$ cat src/rtl/store_stage.sv
// Output end of the SHAKE pipeline: serialises squeezed rate blocks into w-bit
// words, counts down the requested length and zero-fills the final word's tail.
module store_stage #(
  parameter int unsigned w        = 64,
  parameter int unsigned RATE_MAX = 1344
) (
  input  logic                clk,
  input  logic                rst,
  input  logic                start_i,
  input  logic [31:0]         output_size,
  input  logic [1:0]          operation_mode,
  input  logic                block_valid_i,
  input  logic [RATE_MAX-1:0] block_in,
  output logic                block_ready_o,
  output logic                valid_o,
  input  logic                ready_i,
  output logic [w-1:0]        data_out,
  output logic                last_o,
  output logic                done_o
);

  localparam int unsigned WPB128 = RATE_MAX / w;
  localparam int unsigned WPB256 = 1088 / w;
  localparam int unsigned IDX_W  = $clog2(WPB128 + 1);

  typedef enum logic [1:0] {
    S_IDLE,
    S_WAIT_BLOCK,
    S_EMIT,
    S_DONE
  } state_t;

  state_t              r_state;
  logic [RATE_MAX-1:0] r_block_buf;
  logic [31:0]         r_remaining;
  logic [IDX_W-1:0]    r_word_idx;
  logic [IDX_W-1:0]    r_wpb;
  logic                r_block_ready;
  logic                r_valid;
  logic                r_last;
  logic                r_done;
  logic [w-1:0]        r_data;

  logic [31:0]         w_take;
  logic [31:0]         w_rem_next;
  logic [IDX_W-1:0]    w_idx_next;
  logic                w_end_of_block;
  logic [w-1:0]        w_next_word;

  // Keep only the low min(w, rem) bits of a word.
  function automatic logic [w-1:0] tail_mask(input logic [w-1:0] word,
                                             input logic [31:0]  rem);
    logic [w-1:0] m;
    if (rem >= 32'(w)) m = '1;
    else               m = ~({w{1'b1}} << rem);
    return word & m;
  endfunction

  always_comb begin
    w_take         = (r_remaining >= 32'(w)) ? 32'(w) : r_remaining;
    w_rem_next     = r_remaining - w_take;
    w_idx_next     = r_word_idx + IDX_W'(1);
    w_end_of_block = (r_word_idx == r_wpb - IDX_W'(1));
    w_next_word    = r_block_buf[w_idx_next*w +: w];
  end

  // Outputs are registered: the next word is prepared on the same edge that
  // retires the current one, so valid_o never sees ready_i combinationally.
  always_ff @(posedge clk) begin
    if (rst) begin
      r_state       <= S_IDLE;
      r_block_buf   <= '0;
      r_remaining   <= '0;
      r_word_idx    <= '0;
      r_wpb         <= '0;
      r_block_ready <= 1'b0;
      r_valid       <= 1'b0;
      r_last        <= 1'b0;
      r_done        <= 1'b0;
      r_data        <= '0;
    end else begin
      case (r_state)
        S_IDLE: begin
          if (start_i) begin
            r_remaining <= output_size;
            r_wpb       <= (operation_mode == 2'b00) ? IDX_W'(WPB128) : IDX_W'(WPB256);
            if (output_size == 32'd0) begin
              r_state <= S_DONE;
              r_done  <= 1'b1;
            end else begin
              r_state       <= S_WAIT_BLOCK;
              r_block_ready <= 1'b1;
            end
          end
        end

        S_WAIT_BLOCK: begin
          if (block_valid_i) begin
            r_block_buf   <= block_in;
            r_word_idx    <= '0;
            r_state       <= S_EMIT;
            r_block_ready <= 1'b0;
            r_valid       <= 1'b1;
            r_data        <= tail_mask(block_in[w-1:0], r_remaining);
            r_last        <= (r_remaining <= 32'(w));
          end
        end

        S_EMIT: begin
          if (ready_i) begin
            r_remaining <= w_rem_next;
            if (r_last) begin
              r_state <= S_DONE;
              r_valid <= 1'b0;
              r_last  <= 1'b0;
              r_data  <= '0;
              r_done  <= 1'b1;
            end else if (w_end_of_block) begin
              r_state       <= S_WAIT_BLOCK;
              r_valid       <= 1'b0;
              r_last        <= 1'b0;
              r_data        <= '0;
              r_block_ready <= 1'b1;
            end else begin
              r_word_idx <= w_idx_next;
              r_data     <= tail_mask(w_next_word, w_rem_next);
              r_last     <= (w_rem_next <= 32'(w));
            end
          end
        end

        S_DONE: begin
          r_done  <= 1'b0;
          r_state <= S_IDLE;
        end

        default: r_state <= S_IDLE;
      endcase
    end
  end

  assign block_ready_o = r_block_ready;
  assign valid_o       = r_valid;
  assign last_o        = r_last;
  assign done_o        = r_done;
  assign data_out      = r_data;

endmodule

$ cat config.mk
export PLATFORM = sky130hd
export DESIGN_NAME = store_stage
export DESIGN_NICKNAME = d
export VERILOG_FILES = /design/src/rtl/store_stage.sv
export SDC_FILE = /design/constraint.sdc
export NUM_CORES = 2
export LEC_CHECK = 0
export CORE_AREA = 8 8 558 560
export CTS_CLUSTER_SIZE = 25
export DETAILED_ROUTE_END_ITERATION = 6
export DIE_AREA = 0 0 566 568
export SLEW_MARGIN = 20
export SYNTH_ARGS = -nofsm -noshare
export SYNTH_HDL_FRONTEND = slang
export SYNTH_SLANG_ARGS = --single-unit
$ cat constraint.sdc
create_clock -name clk -period 5.9 [get_ports clk]
set_input_delay 1.18 -clock clk [delete_from_list [all_inputs] [get_ports clk]]
set_output_delay 1.18 -clock clk [all_outputs]
set_load 0.02 [all_outputs]
==> metrics.md <==
| Metric | Value |
|---|---|
| CP Launch Type | flop |
| Placer Congestion | around 0.95 |
| WL/cell | slightly above 30 microns |
| Final hold violations | 0 |
| Antenna violations before repair | approximately 290 |
| Die boundary width | between 500 and 600 microns |
| Arrival time at the worst endpoint | 6.08 ns |
| Primary flip-flop cell chosen by synthesis mapping | sky130_fd_sc_hd__dfxtp_1 |
| PwrDens | around 330 mW/mm^2 |
| Initial drt markers | slightly above 7000 |
| Ranking of synthesized cells by instance count | 2866 x sky130_fd_sc_hd__nand2_1, 1563 x sky130_fd_sc_hd__a21oi_1, 1453 x sky130_fd_sc_hd__dfxtp_1 |
| Warning count from the yosys run | 0 |
| Unique cell type count in the Yosys netlist | just over 60 |
| Top cells by area, synth | sky130_fd_sc_hd__dfxtp_1 46%, sky130_fd_sc_hd__nand2_1 17%, sky130_fd_sc_hd__mux4_2 14% |
| Syn_nets | approximately 9000 |
| Final min period | around 5.4 ns |
| Mean area per synthesized cell | 8.22 sq um |
| Run status | complete, no violations |
| Sequential element share of the synthesized area | a little under half |
| Clk root buf | sky130_fd_sc_hd__clkbuf_16 |
| Proportion of layout cells with a drive suffix above 1 | under 10% |
| Number of nets with antenna violations after detailed routing | 0 |
| Cell taking the most area after synthesis | sky130_fd_sc_hd__dfxtp_1 |
| Setup clock skew after layout | about 0.046 ns |
| Number of buffers created by CTS | 175 |
| Tightest Hold Check Type | flop to flop |
| IO Port Bufs | about 1500 |
| Via count of the first global-routing pass | between 60000 and 70000 |
| Global route overflow | 0 |
| Io pins | ~1500 |
| Maximum number of pins on one net before global-route repair | 200 |
| Share of synthesized registers carrying an async set or reset | 0% |
| Nets | 10200 |
| Largest fanout on the critical path | 21 |
| Final core utilization | between 20 and 30% |
| Transition time at the pin with the least slew margin | between 1 and 1.5 ns |
| Required time reported for the critical path endpoint | around 6.6 ns |
| TritonCTS clock tree | done |
| # rows | approximately 200 |
| Floorplan die area | about 0.32 sq mm |
| Worst slew margin relative to its limit | 17.8% |
| HPWL after detailed placement | about 320 mm |
| Maximum number of buffers from clock root to sink | 4 |
| Final setup violation count | 0 |
| Starting utilization of the core area | 20.9% |
| Number of max-slew violations in the final report | 0 |
| Critical path type | flop to flop |
| Number of synthesized flops with an enable pin | 0 |
| Final WL | between 400 and 500 mm |
| Cell count after synthesis | approximately 7700 |
| Clock latency at the later pin of the worst-skew pair | between 0.8 and 0.9 ns |
| Clock-pin transition on the worst setup and hold timing paths | approximately 0.060 ns |
| Total global-route track usage | between 20% and 30% |
| Final Cycle Share | about 92% |
| Std-Cell Core Area | between 0.3 and 0.4 sq mm |
| Global-route wire length before repair | 531 mm |
| Max-capacitance violation count | 0 |
| Count of clock tree sinks | 1453 |
| Top achievable clock speed | 0.184 GHz |
| Post-synthesis cell area | ~0.063 sq mm |
| Total via count in the routed design | approximately 64000 |
| Number of levels the H-tree was split into | 4 |
| Total negative setup slack | 0 ns |
| Flop and latch count out of synthesis | around 1500 |
| Signed area change from the synthesized netlist to the final layout | 39.5% |
| Leakage power total | between 0.02 and 0.03 uW |
| Remaining design rule violation count | 0 |
| WHS | about 0.45 ns |
| Die extent in y | approximately 570 microns |
| Worst Setup End Kind | flop |
| Hold buffer count at CTS | 0 |
| Post-DR vias/cell | roughly 4.9 |
| Maximum vdd drop | approximately 0.00026 V |
| Setup fix buffers added after clock tree synthesis | 0 |
| Count of instances resized after the clock tree is built | 0 |
| Most repeated cell in the gate-level netlist after synthesis | sky130_fd_sc_hd__nand2_1 |
| Portion of synthesized cell area occupied by the leading cell type | between 40% and 50% |
| 1st-pass router iterations | 6 |
| RSZ-0062 raised after global routing | no |
| Fill count | around 32000 |
==> routing by layer <==
metal	GRT usage, %	up-vias	wire length, microns
li1	-	28600	-
met1	30.2	31300	166000
met2	35.8	3203	172000
met3	9.04	776	44500
met4	9.65	156	19600
met5	0	-	981
==> per-stage QoR <==
| step | instance area (sq um) | setup slack (ns) | total power [uW] | cells |
|---|---|---|---|---|
| 2_1_floorplan | 63200 | 1.32 | 14500 | 7695 |
| 4_1_cts | 88000 | 0.539 | 29400 | 12900 |
| 3_3_place_gp | 82000 | 0.547 | 17900 | 12600 |
| 5_1_grt | 88100 | 0.0526 | 30300 | 13000 |
| 6_report | 88300 | 0.476 | 29200 | 13000 |
| 3_5_place_dp | 82000 | 0.588 | 17900 | 12600 |
==> worst max-delay path, stage by stage (launching register included) <==
cell,delay (ns)
sky130_fd_sc_hd__dfxtp_1,0.37
sky130_fd_sc_hd__or4_1,0.75
sky130_fd_sc_hd__nor4_1,0.81
sky130_fd_sc_hd__nand2_1,0.16
sky130_fd_sc_hd__nand2_1,0.11
sky130_fd_sc_hd__ha_1,0.45
sky130_fd_sc_hd__nor2_1,0.14
sky130_fd_sc_hd__a31oi_1,0.51
sky130_fd_sc_hd__o311ai_1,0.25
sky130_fd_sc_hd__nor4_4,0.33
sky130_fd_sc_hd__buf_4,0.33
sky130_fd_sc_hd__nand2_1,0.56
sky130_fd_sc_hd__o211ai_1,0.37
sky130_fd_sc_hd__a31oi_1,0.11
==> cells in the final DEF, fill, tap and decap left out, types with 12 or more instances in the layout <==
master                            Yosys  final
sky130_fd_sc_hd__a211oi_1            30     25
sky130_fd_sc_hd__a21oi_1           1563   1561
sky130_fd_sc_hd__a311oi_1            38     38
sky130_fd_sc_hd__a31oi_1             18     18
sky130_fd_sc_hd__and3_1              16     16
sky130_fd_sc_hd__buf_12               0     41
sky130_fd_sc_hd__buf_4                1    109
sky130_fd_sc_hd__bufinv_16            0     14
sky130_fd_sc_hd__clkbuf_1           592     37
sky130_fd_sc_hd__clkbuf_16            0    176
sky130_fd_sc_hd__clkbuf_8             0     44
sky130_fd_sc_hd__clkdlybuf4s50_1      0   1449
sky130_fd_sc_hd__clkinv_2             0     19
sky130_fd_sc_hd__dfxtp_1           1453   1452
sky130_fd_sc_hd__diode_2              0     97
sky130_fd_sc_hd__inv_1               16     15
sky130_fd_sc_hd__mux4_2             384    384
sky130_fd_sc_hd__nand2_1           2866   2864
sky130_fd_sc_hd__nand3_1            107    107
sky130_fd_sc_hd__nand4_1             13     13
sky130_fd_sc_hd__nor2_1             213    213
sky130_fd_sc_hd__nor3_1              24     24
sky130_fd_sc_hd__nor4_1              17     17
sky130_fd_sc_hd__o211ai_1            17     17
sky130_fd_sc_hd__o21ai_0             94     93
sky130_fd_sc_hd__o21ai_1             12     12
==> layout make-up <==
| cell class | instances | area, sq um | area share [%] |
|---|---|---|---|
| Clock inverter | 57 | 816 | 0.924 |
| Timing Repair Buffer | 1600 | 16200 | 18.3 |
| Inverter | 16 | 60.1 | 0.0681 |
| Antenna cell | 97 | 243 | 0.275 |
| Tap cell | 3978 | 4980 | 5.64 |
| Sequential cell | 1453 | 29100 | 33.0 |
| Clock buffer | 257 | 5150 | 5.83 |
| Multi-Input combinational cell | 5564 | 31800 | 36.0 |
==> state kept, by name (all words and copies together) (netlist names) <==
| register | count |
|---|---|
| r_block_buf | 1344 |
| data_out | 64 |
| r_remaining | 32 |
| r_word_idx | 5 |
| r_state | 2 |
| r_wpb | 2 |
| block_ready_o | 1 |
| done_o | 1 |
| last_o | 1 |
| valid_o | 1 |
==> worst paths after layout <==
kind                                 start  slack (ns)                       endpoint  depth (start not counted)
max reg2reg   r_remaining[20]$_SDFFE_PP0P_        0.48      data_out[35]$_SDFFE_PP0P_                         13
min          r_block_buf[826]$_SDFFE_PP0P_        0.45  r_block_buf[826]$_SDFFE_PP0P_                          2
min reg2reg  r_block_buf[826]$_SDFFE_PP0P_        0.45  r_block_buf[826]$_SDFFE_PP0P_                          2
max           r_remaining[20]$_SDFFE_PP0P_        0.48      data_out[35]$_SDFFE_PP0P_                         13
==> report_power, final <==
| part | switching [uW] | total, uW | internal (uW) | leakage [uW] |
|---|---|---|---|---|
| Sequential | 777 | 11500 | 10700 | 0.0118 |
| Clock | 4770 | 11500 | 6700 | 0.00292 |
| Combinational | 3870 | 6260 | 2390 | 0.0142 |
==> kinds of logic after synthesis <==
group,Yosys count,synth area share [%]
fa+ha+maj,10,0.198
compound gates,1841,15.4
other cells,1,0.00593
buf+inv,678,4.07
simple gates,3310,20.4
flops,1453,46.0
xor+xnor,15,0.208
mux,387,13.7
Note: power is estimated with default switching activity, not from simulation.
==> variant, RTL diff (same flow settings) <==
Add an input register stage for `operation_mode`, cleared by the reset; this delays it by one clock. The other inputs are not delayed to match.
--- a/src/rtl/store_stage.sv
+++ b/src/rtl/store_stage.sv
@@ -31,2 +31,12 @@
   } state_t;
+
+  logic [1:0] operation_mode_q;
+
+  always_ff @(posedge clk) begin
+    if (rst) begin
+      operation_mode_q <= '0;
+    end else begin
+      operation_mode_q <= operation_mode;
+    end
+  end
 
@@ -85,3 +95,3 @@
             r_remaining <= output_size;
-            r_wpb       <= (operation_mode == 2'b00) ? IDX_W'(WPB128) : IDX_W'(WPB256);
+            r_wpb       <= (operation_mode_q == 2'b00) ? IDX_W'(WPB128) : IDX_W'(WPB256);
             if (output_size == 32'd0) begin
Check against the original RTL: not settled (the Yosys comparison gave no result); the edit may change what the design does.
==> variant against the original RTL <==
  * Synthesized area hardly changed
  * Sequential share of layout area about the same
  * Worst setup slack gained 190 ps
  * Final area rose by 0.12%
  * Sequential cell count up 2
  * Routed wire length grew 0.70%
  * Total power up 0.32%
  * Die area unchanged
  * Critical path type unchanged
==> variant: results <==
group,metric,value,unit
status,status,"finished clean",
final_layout,multi_input_cells,5535,
synth,synth_area_leaders,"dfxtp_1 46%, nand2_1 17%, mux4_2 14%, a21oi_1 12%, clkbuf_1 3.5%",
synth,synth_fp_nets,9053,
synth,ys_types,70,
drt,vias,63700,
clock_network,cts.path.max_buffers,4,
final_layout,buf_share,18.3,%
final_layout,n_all_buffers,1605,
place,io_buffers,1450,
drt,wl_met1,164,mm
final_layout,stdcell_count,13000,
final_layout,sh_seq_area,33.0,%
pwr,power.leakage,29.1,nW
pwr,ir_worst_vdd,0.000196,V
synth,postSynthAreaPerCell,8.26,µm²
place,place_ws,873,ps
final_layout,multi_input_area,0.0318,mm²
place,gp_congestion,0.966,
place,dp_hpwl,326,mm
pwr,p_int,19.9,mW
setup_path,cp_slowest_cell,"nor4_4",
synth,synth_seq_area_share,46.0,%
final_layout,numSequentialCells,1455,
setup_path,slowest_delay,530,ps
drt,first_iter_violations,7081,
clock_network,post-cts-setup-buffers,0,
sta,fin_skew,33.9,ps
grt,grt_antenna_before_repair,295,
grt,grt_max_degree,215,
final_layout,drive_gt1_share,9.72,%
synth,ys_top_cells_by_count,"2873 x nand2_1, 1525 x a21oi_1, 1455 x dfxtp_1",
grt,grt_pass1_vias,60100,
setup_path,critPathArrivalTime,5920,ps
final_layout,num-clock-buffers,249,
grt,grt_pass1_wl,534,mm
final_layout,antenna_cells,90,
drt,met3_length,46.3,mm
grt,grt_usage,23.9,%
final_layout,nets,10200,
synth,synth-async-reset-ratio,0,%
final_layout,inverters,17,
final_layout,n_fill_cell,32300,
clock_network,numCtsBuffers,178,
sta,worst_pin_slew,1290,ps
worst_hold_path,hp-class,"flop to flop",
drt,dr_wl_met2,177,mm
final_layout,final-clk-cell-share,6.80,%
drt,wl_per_cell,31.3,µm
==> variant: power by group through the flow <==
stage / sequential, mW / combinational, mW / clock [mW]
4_1_cts: 11.4 / 6.33 / 11.7
3_5_place_dp: 11.6 / 6.30 / 0
6_report: 11.5 / 6.34 / 11.5
3_3_place_gp: 11.6 / 6.31 / 0
5_1_grt: 11.5 / 6.78 / 12.1
2_1_floorplan: 11.4 / 3.05 / 0
==> variant: cells by family (layout without fill, tap and decap cells) <==
family	Yosys count	count (layout)	share of synthesized area (%)
AOI/OAI and AO/OA	1841	1841	15.4
xor gates and xnor gates	16	16	0.221
adders and majority gates	10	10	0.198
buffers and inverters	670	1940	4.00
DFF	1455	1455	46.0
muxes	392	392	13.8
other	1	91	0.00593
and+or+nand+nor	3275	3275	20.3
==> variant: worst paths after layout <==
kind,from,to,slack [ps],depth (start not counted)
hold / removal,r_block_buf[1215],r_block_buf[1215],450,2
hold reg to reg,r_block_buf[1215],r_block_buf[1215],450,2
setup / recovery,r_remaining[23],data_out[9],670,16
setup reg to reg,r_remaining[23],data_out[9],670,16
==> variant: through the flow <==
step / total power [mW] / instance area, µm²
final: 29.3 / 88400
after global routing: 30.4 / 88200
after global placement: 17.9 / 82100
after CTS: 29.5 / 88100
after floorplan: 14.5 / 63300
after detailed placement: 18.0 / 82100
==> variant: per-layer routing <==
layer	vias up	global-route usage (%)
li1	28600	-
met1	31000	29.8
met2	3148	36.4
met3	787	9.79
met4	190	9.77
met5	-	0
==> variant: worst reg2reg max path, delay by kind of cell (launching register included) <==
| kind | cells | cell delay (ps) |
|---|---|---|
| xor gates and xnor gates | 1 | 260 |
| buffers and inverters | 2 | 530 |
| and+or+nand+nor | 9 | 2890 |
| DFF | 1 | 510 |
| AOI/OAI and AO/OA | 3 | 590 |
| adders and majority gates | 1 | 290 |
